==> config.mk <==
export PLATFORM = sky130hd
export DESIGN_NAME = mc_ctrl
export DESIGN_NICKNAME = d
export VERILOG_FILES = /design/src/rtl/rv_ctrl_pkg.sv /design/src/rtl/op_classify.sv /design/src/rtl/mc_ctrl.sv
export SDC_FILE = /design/constraint.sdc
export NUM_CORES = 1
export LEC_CHECK = 0
export BUFFER_PORTS_ARGS = -buffer_cell sky130_fd_sc_hd__buf_2
export CORE_AREA = 2 2 92 94
export DETAILED_ROUTE_END_ITERATION = 16
export DIE_AREA = 0 0 94 96
export REMOVE_ABC_BUFFERS = 1
export SYNTH_ARGS = -nofsm -noshare
export SYNTH_HDL_FRONTEND = slang
export SYNTH_HIERARCHICAL = 1
export SYNTH_SLANG_ARGS = --single-unit
==> constraint.sdc <==
create_clock -name clk -period 3.5 [get_ports clk]
set_input_delay 0.7 -clock clk [delete_from_list [all_inputs] [get_ports clk]]
set_output_delay 0.7 -clock clk [all_outputs]
set_load 0.1 [all_outputs]
==> src/rtl/rv_ctrl_pkg.sv <==
// rtl/rv_ctrl_pkg.sv - shared opcodes, state codes and select encodings for the RV32I control path
package rv_ctrl_pkg;

    localparam logic [6:0] OPC_OP     = 7'b0110011;
    localparam logic [6:0] OPC_OPIMM  = 7'b0010011;
    localparam logic [6:0] OPC_LOAD   = 7'b0000011;
    localparam logic [6:0] OPC_STORE  = 7'b0100011;
    localparam logic [6:0] OPC_BRANCH = 7'b1100011;
    localparam logic [6:0] OPC_JAL    = 7'b1101111;
    localparam logic [6:0] OPC_JALR   = 7'b1100111;
    localparam logic [6:0] OPC_LUI    = 7'b0110111;
    localparam logic [6:0] OPC_AUIPC  = 7'b0010111;
    localparam logic [6:0] OPC_SYSTEM = 7'b1110011;

    typedef logic [2:0] state_t;
    localparam state_t S_FETCH  = 3'd0;
    localparam state_t S_DECODE = 3'd1;
    localparam state_t S_EXEC   = 3'd2;
    localparam state_t S_MEM    = 3'd3;
    localparam state_t S_WB     = 3'd4;
    localparam state_t S_TRAP   = 3'd5;

    typedef enum logic [1:0] {
        WB_ALU  = 2'b00,
        WB_LOAD = 2'b01,
        WB_PC4  = 2'b10
    } wb_sel_e;

    typedef enum logic [1:0] {
        PC_PLUS4 = 2'b00,
        PC_IMM   = 2'b01,
        PC_JALR  = 2'b10
    } pc_sel_e;

    typedef enum logic [3:0] {
        CL_OP, CL_OPIMM, CL_LOAD, CL_STORE, CL_BRANCH, CL_JAL,
        CL_JALR, CL_LUI, CL_AUIPC, CL_SYSTEM, CL_ILLEGAL
    } op_class_e;

endpackage

==> src/rtl/op_classify.sv <==
// rtl/op_classify.sv - combinational opcode to instruction class decode
module op_classify
    import rv_ctrl_pkg::*;
(
    input  logic [6:0] opcode,
    output op_class_e  op_class
);

    always_comb begin
        case (opcode)
            OPC_OP:     op_class = CL_OP;
            OPC_OPIMM:  op_class = CL_OPIMM;
            OPC_LOAD:   op_class = CL_LOAD;
            OPC_STORE:  op_class = CL_STORE;
            OPC_BRANCH: op_class = CL_BRANCH;
            OPC_JAL:    op_class = CL_JAL;
            OPC_JALR:   op_class = CL_JALR;
            OPC_LUI:    op_class = CL_LUI;
            OPC_AUIPC:  op_class = CL_AUIPC;
            OPC_SYSTEM: op_class = CL_SYSTEM;
            default:    op_class = CL_ILLEGAL;
        endcase
    end

endmodule

==> src/rtl/mc_ctrl.sv <==
// rtl/mc_ctrl.sv - multi-cycle fetch/decode/exec/mem/wb sequencer with retired-instruction counter
module mc_ctrl
    import rv_ctrl_pkg::*;
#(
    parameter int CNT_W = 32
) (
    input  logic             clk,
    input  logic             rst,
    input  logic [6:0]       opcode,
    input  logic             branch_taken,
    output logic             imem_req,
    input  logic             imem_ack,
    output logic             ir_we,
    output logic             dmem_req,
    output logic             dmem_we,
    input  logic             dmem_ack,
    output logic             alu_src_imm,
    output logic             alu_src_pc,
    output logic             rf_we,
    output logic [1:0]       wb_sel,
    output logic             pc_we,
    output logic [1:0]       pc_sel,
    output logic             halted,
    output logic [CNT_W-1:0] instret
);

    state_t    state;
    state_t    state_next;
    op_class_e op_class;
    logic      retire;

    op_classify u_op_classify (
        .opcode   (opcode),
        .op_class (op_class)
    );

    always_ff @(posedge clk) begin
        if (rst) begin
            state   <= S_FETCH;
            instret <= '0;
        end else begin
            state <= state_next;
            if (retire) begin
                instret <= instret + CNT_W'(1);
            end
        end
    end

    always_comb begin
        state_next  = state;
        imem_req    = 1'b0;
        ir_we       = 1'b0;
        dmem_req    = 1'b0;
        dmem_we     = 1'b0;
        alu_src_imm = 1'b0;
        alu_src_pc  = 1'b0;
        rf_we       = 1'b0;
        wb_sel      = WB_ALU;
        pc_we       = 1'b0;
        pc_sel      = PC_PLUS4;
        halted      = 1'b0;
        retire      = 1'b0;
        case (state)
            S_FETCH: begin
                imem_req = 1'b1;
                if (imem_ack) begin
                    ir_we      = 1'b1;
                    state_next = S_DECODE;
                end
            end
            S_DECODE: begin
                if (op_class == CL_ILLEGAL || op_class == CL_SYSTEM) begin
                    state_next = S_TRAP;
                end else begin
                    state_next = S_EXEC;
                end
            end
            S_EXEC: begin
                alu_src_imm = !(op_class == CL_OP || op_class == CL_BRANCH);
                alu_src_pc  = (op_class == CL_AUIPC || op_class == CL_JAL);
                if (op_class == CL_BRANCH) begin
                    pc_we      = 1'b1;
                    pc_sel     = branch_taken ? PC_IMM : PC_PLUS4;
                    retire     = 1'b1;
                    state_next = S_FETCH;
                end else if (op_class == CL_LOAD || op_class == CL_STORE) begin
                    state_next = S_MEM;
                end else begin
                    state_next = S_WB;
                end
            end
            S_MEM: begin
                dmem_req = 1'b1;
                dmem_we  = (op_class == CL_STORE);
                // Store completes here, so its PC update rides on the ack itself.
                if (dmem_ack) begin
                    if (op_class == CL_STORE) begin
                        pc_we      = 1'b1;
                        retire     = 1'b1;
                        state_next = S_FETCH;
                    end else begin
                        state_next = S_WB;
                    end
                end
            end
            S_WB: begin
                rf_we      = 1'b1;
                pc_we      = 1'b1;
                retire     = 1'b1;
                state_next = S_FETCH;
                if (op_class == CL_LOAD) begin
                    wb_sel = WB_LOAD;
                end else if (op_class == CL_JAL || op_class == CL_JALR) begin
                    wb_sel = WB_PC4;
                end
                if (op_class == CL_JAL) begin
                    pc_sel = PC_IMM;
                end else if (op_class == CL_JALR) begin
                    pc_sel = PC_JALR;
                end
            end
            S_TRAP: begin
                halted = 1'b1;
            end
            default: begin
                state_next = S_FETCH;
            end
        endcase
        // Reset silences every output in the cycle it is applied, whatever the state.
        if (rst) begin
            imem_req    = 1'b0;
            ir_we       = 1'b0;
            dmem_req    = 1'b0;
            dmem_we     = 1'b0;
            alu_src_imm = 1'b0;
            alu_src_pc  = 1'b0;
            rf_we       = 1'b0;
            wb_sel      = WB_ALU;
            pc_we       = 1'b0;
            pc_sel      = PC_PLUS4;
            halted      = 1'b0;
            retire      = 1'b0;
        end
    end

endmodule

* Word level (Yosys, flattened, before mapping)
Index checks and enable logic that the tools add are counted.
Cells by class: bitwise operators 1, multiplexer cells 40, equal/unequal tests 25, reduce and logical (&&, ||, !) cells 9, add/subtract/negate cells 1
Operator list (count):
- one-hot mux 4 bit (10 select lines) | 1
- adder 32 x 1 -> 32 bit (second input constant) | 1
- == test 7 bit (second input constant) | 4
- 2-to-1 mux 1 bit | 23
- == test 7 x 6 -> 1 bit (second input constant) | 3
- 2-to-1 mux 3 bit | 6
- one-hot mux 3 bit (5 select lines) | 1
- == test 7 x 5 -> 1 bit (second input constant) | 2
- 2-to-1 mux 2 bit | 7
- == test 4 x 3 -> 1 bit (second input constant) | 3
- == test 4 bit (second input constant) | 3
- == test 4 x 2 -> 1 bit (second input constant) | 2
- == test 7 x 2 -> 1 bit (second input constant) | 1
- == test 3 x 2 -> 1 bit (second input constant) | 2
- == test 3 bit (second input constant) | 2
- logical OR 1 bit | 5
- zero test 4 bit | 1
- != test 2 bit (second input constant) | 2
- one-hot mux 2 bit (2 select lines) | 1
- == test 3 x 1 -> 1 bit (second input constant) | 1
- zero test 3 bit | 1
- one-hot mux 1 bit (3 select lines) | 1
- AND reduction 3 bit | 1
- zero test 1 bit | 1
- NOT 1 bit | 1
Storage, ports and cells: register bits after elaboration 35, output and inout bits 45

* Logic depth before layout (Yosys ltp)
depth in word-level cells 8, gate-level depth with buffers 12, gate-level depth less buffers 8

* By module
The synthesis kept the hierarchy.
Modules (own cells, without submodules):
- mc_ctrl | cells each 247, times used 1, area an instance 2153.3 µm²
- op_classify | cells each 26, times used 1, area an instance 195.2 µm²

* Worst setup path after synthesis
No wires, ideal clock.
path type input to output, start point in opcode[2], end point out alu_src_pc, path slack -1854 ps, stages on the path 7, data required time 2800 ps, path buffers 2, arrival 4654 ps, path through buf_4 o21ba_1 a211o_1 a21oi_2 clkbuf_1 a21oi_1 nor4_1
On the way: longest elaborated chain between the ends 6, elaborated cells between the ends (all ways) 16, classes of those cells eq/ne (12); mux (3); reduce/logical (1)
Ends and longest elaborated chain:
- start: declaration | line mc_ctrl.sv:9 | input logic [6:0] opcode,
- == test 7 bit, or another cell as far along | line op_classify.sv:10 | case (opcode)
- one-hot mux 4 bit (10 select lines) * | line op_classify.sv:10
- net op_class[0] | line mc_ctrl.sv:29 | op_class_e op_class;
- == test 4 bit or == test 4 x 3 -> 1 bit (tied branches) | line mc_ctrl.sv:80 | alu_src_pc = (op_class == CL_AUIPC || op_class == CL_JAL);
- logical OR 1 bit * | line mc_ctrl.sv:80
- 2-to-1 mux 1 bit * | line mc_ctrl.sv:63 | case (state)
- 2-to-1 mux 1 bit * | line mc_ctrl.sv:130 | if (rst) begin
- end: declaration | line mc_ctrl.sv:18 | output logic alu_src_pc,
Mark *: on every way through the listed nets, which the timed path passes. The rest lies on a longest branch.

* Worst setup path in the final report
start point in opcode[2], end point out pc_we
On the way: longest elaborated chain between the ends 7, elaborated cells between the ends (all ways) 18, classes of those cells eq/ne (12); mux (6)
Ends and longest elaborated chain:
- == test 7 bit, or another cell as far along | line op_classify.sv:10
- one-hot mux 4 bit (10 select lines) * | line op_classify.sv:10
- net op_class[3] | line mc_ctrl.sv:29
- == test 4 x 2 -> 1 bit | line mc_ctrl.sv:97 | if (op_class == CL_STORE) begin
- 2-to-1 mux 1 bit | line mc_ctrl.sv:97
- 2-to-1 mux 1 bit | line mc_ctrl.sv:96 | if (dmem_ack) begin
- one-hot mux 1 bit (3 select lines) * | line mc_ctrl.sv:63
- 2-to-1 mux 1 bit * | line mc_ctrl.sv:130
- end: declaration | line mc_ctrl.sv:21 | output logic pc_we,
Marks and branches as above.

==> metrics.txt <==
worst skew pair latency 0.30 ns; RD Place Congestion a little over 0.8; Worst setup EP type primary output; Chip Width ~94 microns; IO buf count 56; RSZ-0062 raised after global routing no; largest family of logic cells by synthesized area simple AND/OR/NAND/NOR gates; H-tree depth 2; worst reg2reg setup slack 1.06 ns; met2 wire len 2.64 mm; maximum clock rate 304 MHz; number of setup violations in the final report 0; ys flop type dfxtp_1; Worst Tran Pin Value 0.557 ns; CP Capture Point pc_we; Psw approximately 0.00027 W; count leader, synth nor2_1; Internal 0.000678 W; initial antenna violation count 0; Distinct cells, synth 50; filler instances 845; Clock Power Share roughly two fifths; post-synthesis register bit count 35; Compound-Gate Fraction of Synth Area 24.0%; R2R Path End instret[30]; first-pass GRT wire length 9.83 mm; CTS clk-pin slew, worst paths 0.08 ns; DR pass1 iterations 4; Comb power frac 15.7%; critical path type input port to primary output; vias in the first global route slightly below 2000; initial DRC count 114; Worst slew margin 62.8%; Vias 2207; TritonCTS clock tree built; fraction of layout cells with a size suffix above 1 ~30%; Hold Violations, Final 0; remaining global-route overflow 0; All-Layer GR Usage a little over an eighth; cells on worst reg2reg path 4; Synth area leader dfxtp_1; post-synthesis sequential area ratio between 20% and 30%; fin. max-slew vios 0; asr flop ratio synth 0%; final WL 5.81 mm; met3 wire length 236 microns; Setup Buffers After CTS 0; Cells after DPL 424; PwrDens 321 nW/um^2; synth warn 6; crit path from opcode[2]; met1 WL 2.82 mm; Leakage 1.08 nW; total core area between 8000 and 9000 sq um; CTS root buf clkbuf_8; total of max-cap violations 0; Critical Path RT 2.80 ns; Synth area leaders dfxtp_1 30%, xnor2_1 11%, a2111oi_4 7.0%; clk_skew 0.0170 ns; area grow syn2layout 26.1%; initial core utilization 29.2%; total power ~0.00095 W; Die H 96 microns; die area roughly 9000 sq um; WL per Instance ~13 microns; post-layout util between 30% and 40%; synthesized instance count about 270; adder-cell share of the synthesized area 0.533%; crit path DAT 2.59 ns; Mapped Area ~2300 sq um; period utilisation layout 94.1%; HPWL after DPL 4.27 mm; Critical R2R Launch instret[4]; clock buffer depth 2; row cnt 33; Layout Cells excl Fill 432; status finished, final reports clean; syn_area_per_cell 8.60 sq um; Hold Crit Class flop to flop; EDFF count, synth 0; fin nets 339; Ant. Diodes 0; number of buffers created by CTS 5; Worst Path Max Fanout 8; sw frac approximately 29%; top post-synthesis cells by count 39 x nor2_1, 35 x dfxtp_1, 30 x xnor2_1; XOR/XNOR share of the synthesized area 11.2%; share of the synthesized area in the top cell type 29.8%; I/O pin cnt 57; cts hold-fix bufs 0; Reg power frac between 40% and 50%; post-route minimum period between 3 and 4 ns; Post-route DRC 0; post-route ant nets 0; largest net degree at the start of global routing 35; post-synthesis mux area share less than 1%; Resize count post-CTS 0; Peak supply drop 161 uV; Startpoint Class input port; simple logic cell fraction of the synthesized area between 20% and 30%; vias per cell around 5.1; clock net sink count 35; top sig layer met4
[metrics by stage]
| stage | hold slack (ns) | worst slack, ns | area, sq um | TNS (ns) |
|---|---|---|---|---|
| global route | 0.565 | 0.0874 | 2960 | 0 |
| CTS | 0.537 | 0.207 | 2960 | 0 |
| global placement | 0.515 | 0.279 | 2840 | 0 |
| finish | 0.533 | 0.206 | 2960 | 0 |
| detailed placement | 0.524 | 0.222 | 2840 | 0 |
| floorplan | 0.479 | -1.78 | 2230 | -11.91 |
[sequential cells by signal, summed over array words and instances (netlist names)]
name     flops
instret     32
state        3
[critical path, cell delays in order]
cell	delay, ns
buf_2	0.17
inv_1	0.09
a2111oi_0	0.39
o211ai_1	0.20
and4bb_1	0.33
nand4_2	0.13
a21oi_1	0.36
buf_12	0.23
[layer usage]
metal	up-vias	track usage, %
met5	-	0
met4	0	4.59
met2	54	20.3
met1	1046	19.0
li1	1096	-
met3	11	2.51
[final cells by class]
type / count / area (sq um) / share of cell area, %
Clock buffer: 6 / 82.6 / 2.79
Clock inverter: 2 / 38.8 / 1.31
Timing Repair Buffer: 65 / 480 / 16.2
Sequential cell: 35 / 701 / 23.7
Multi-Input combinational cell: 210 / 1490 / 50.4
Tap cell: 105 / 131 / 4.44
Inverter: 9 / 33.8 / 1.14
[cells in the final DEF, fill, tap and decap left out, types with 4 or more instances in the layout]
cell type	n
nand2_1	16
inv_1	8
a21oi_1	20
nor3_1	7
and2_1	4
xnor2_1	30
buf_12	9
nor2_1	39
and4_1	5
and3_1	4
a211oi_1	11
dfxtp_1	35
a2111oi_4	6
clkbuf_8	6
nand3_1	9
nand2b_1	7
buf_2	48
nand4_1	10
buf_4	8
[power groups by stage]
stage / Sequential (W) / Combinational (W) / Clock [W]
floorplan: 0.000431 / 0.0000897 / 0
global placement: 0.000423 / 0.000147 / 0
detailed placement: 0.000423 / 0.000148 / 0
CTS: 0.000413 / 0.000149 / 0.000399
global route: 0.000415 / 0.000160 / 0.000420
finish: 0.000414 / 0.000149 / 0.000388
[logic make-up after synthesis]
logic type	Yosys count
multiplexers	2
adder cells (fa/ha/maj)	1
buffers and inverters	28
AO/OA/AOI/OAI	60
XOR/XNOR	30
flip-flops	35
AND/OR/NAND/NOR	117
[worst min-delay path by stage]
stage | cells after the start | start | end | slack [ns]
final | 2 | instret[1] | instret[1] | 0.53
after global routing | 2 | instret[1] | instret[1] | 0.57
after CTS | 3 | instret[31] | instret[31] | 0.54
after detailed placement | 3 | instret[31] | instret[31] | 0.52
after global placement | 3 | instret[31] | instret[31] | 0.51
after floorplan | 1 | state[2] | state[1] | 0.48
Power figures use the tool's default switching activity.
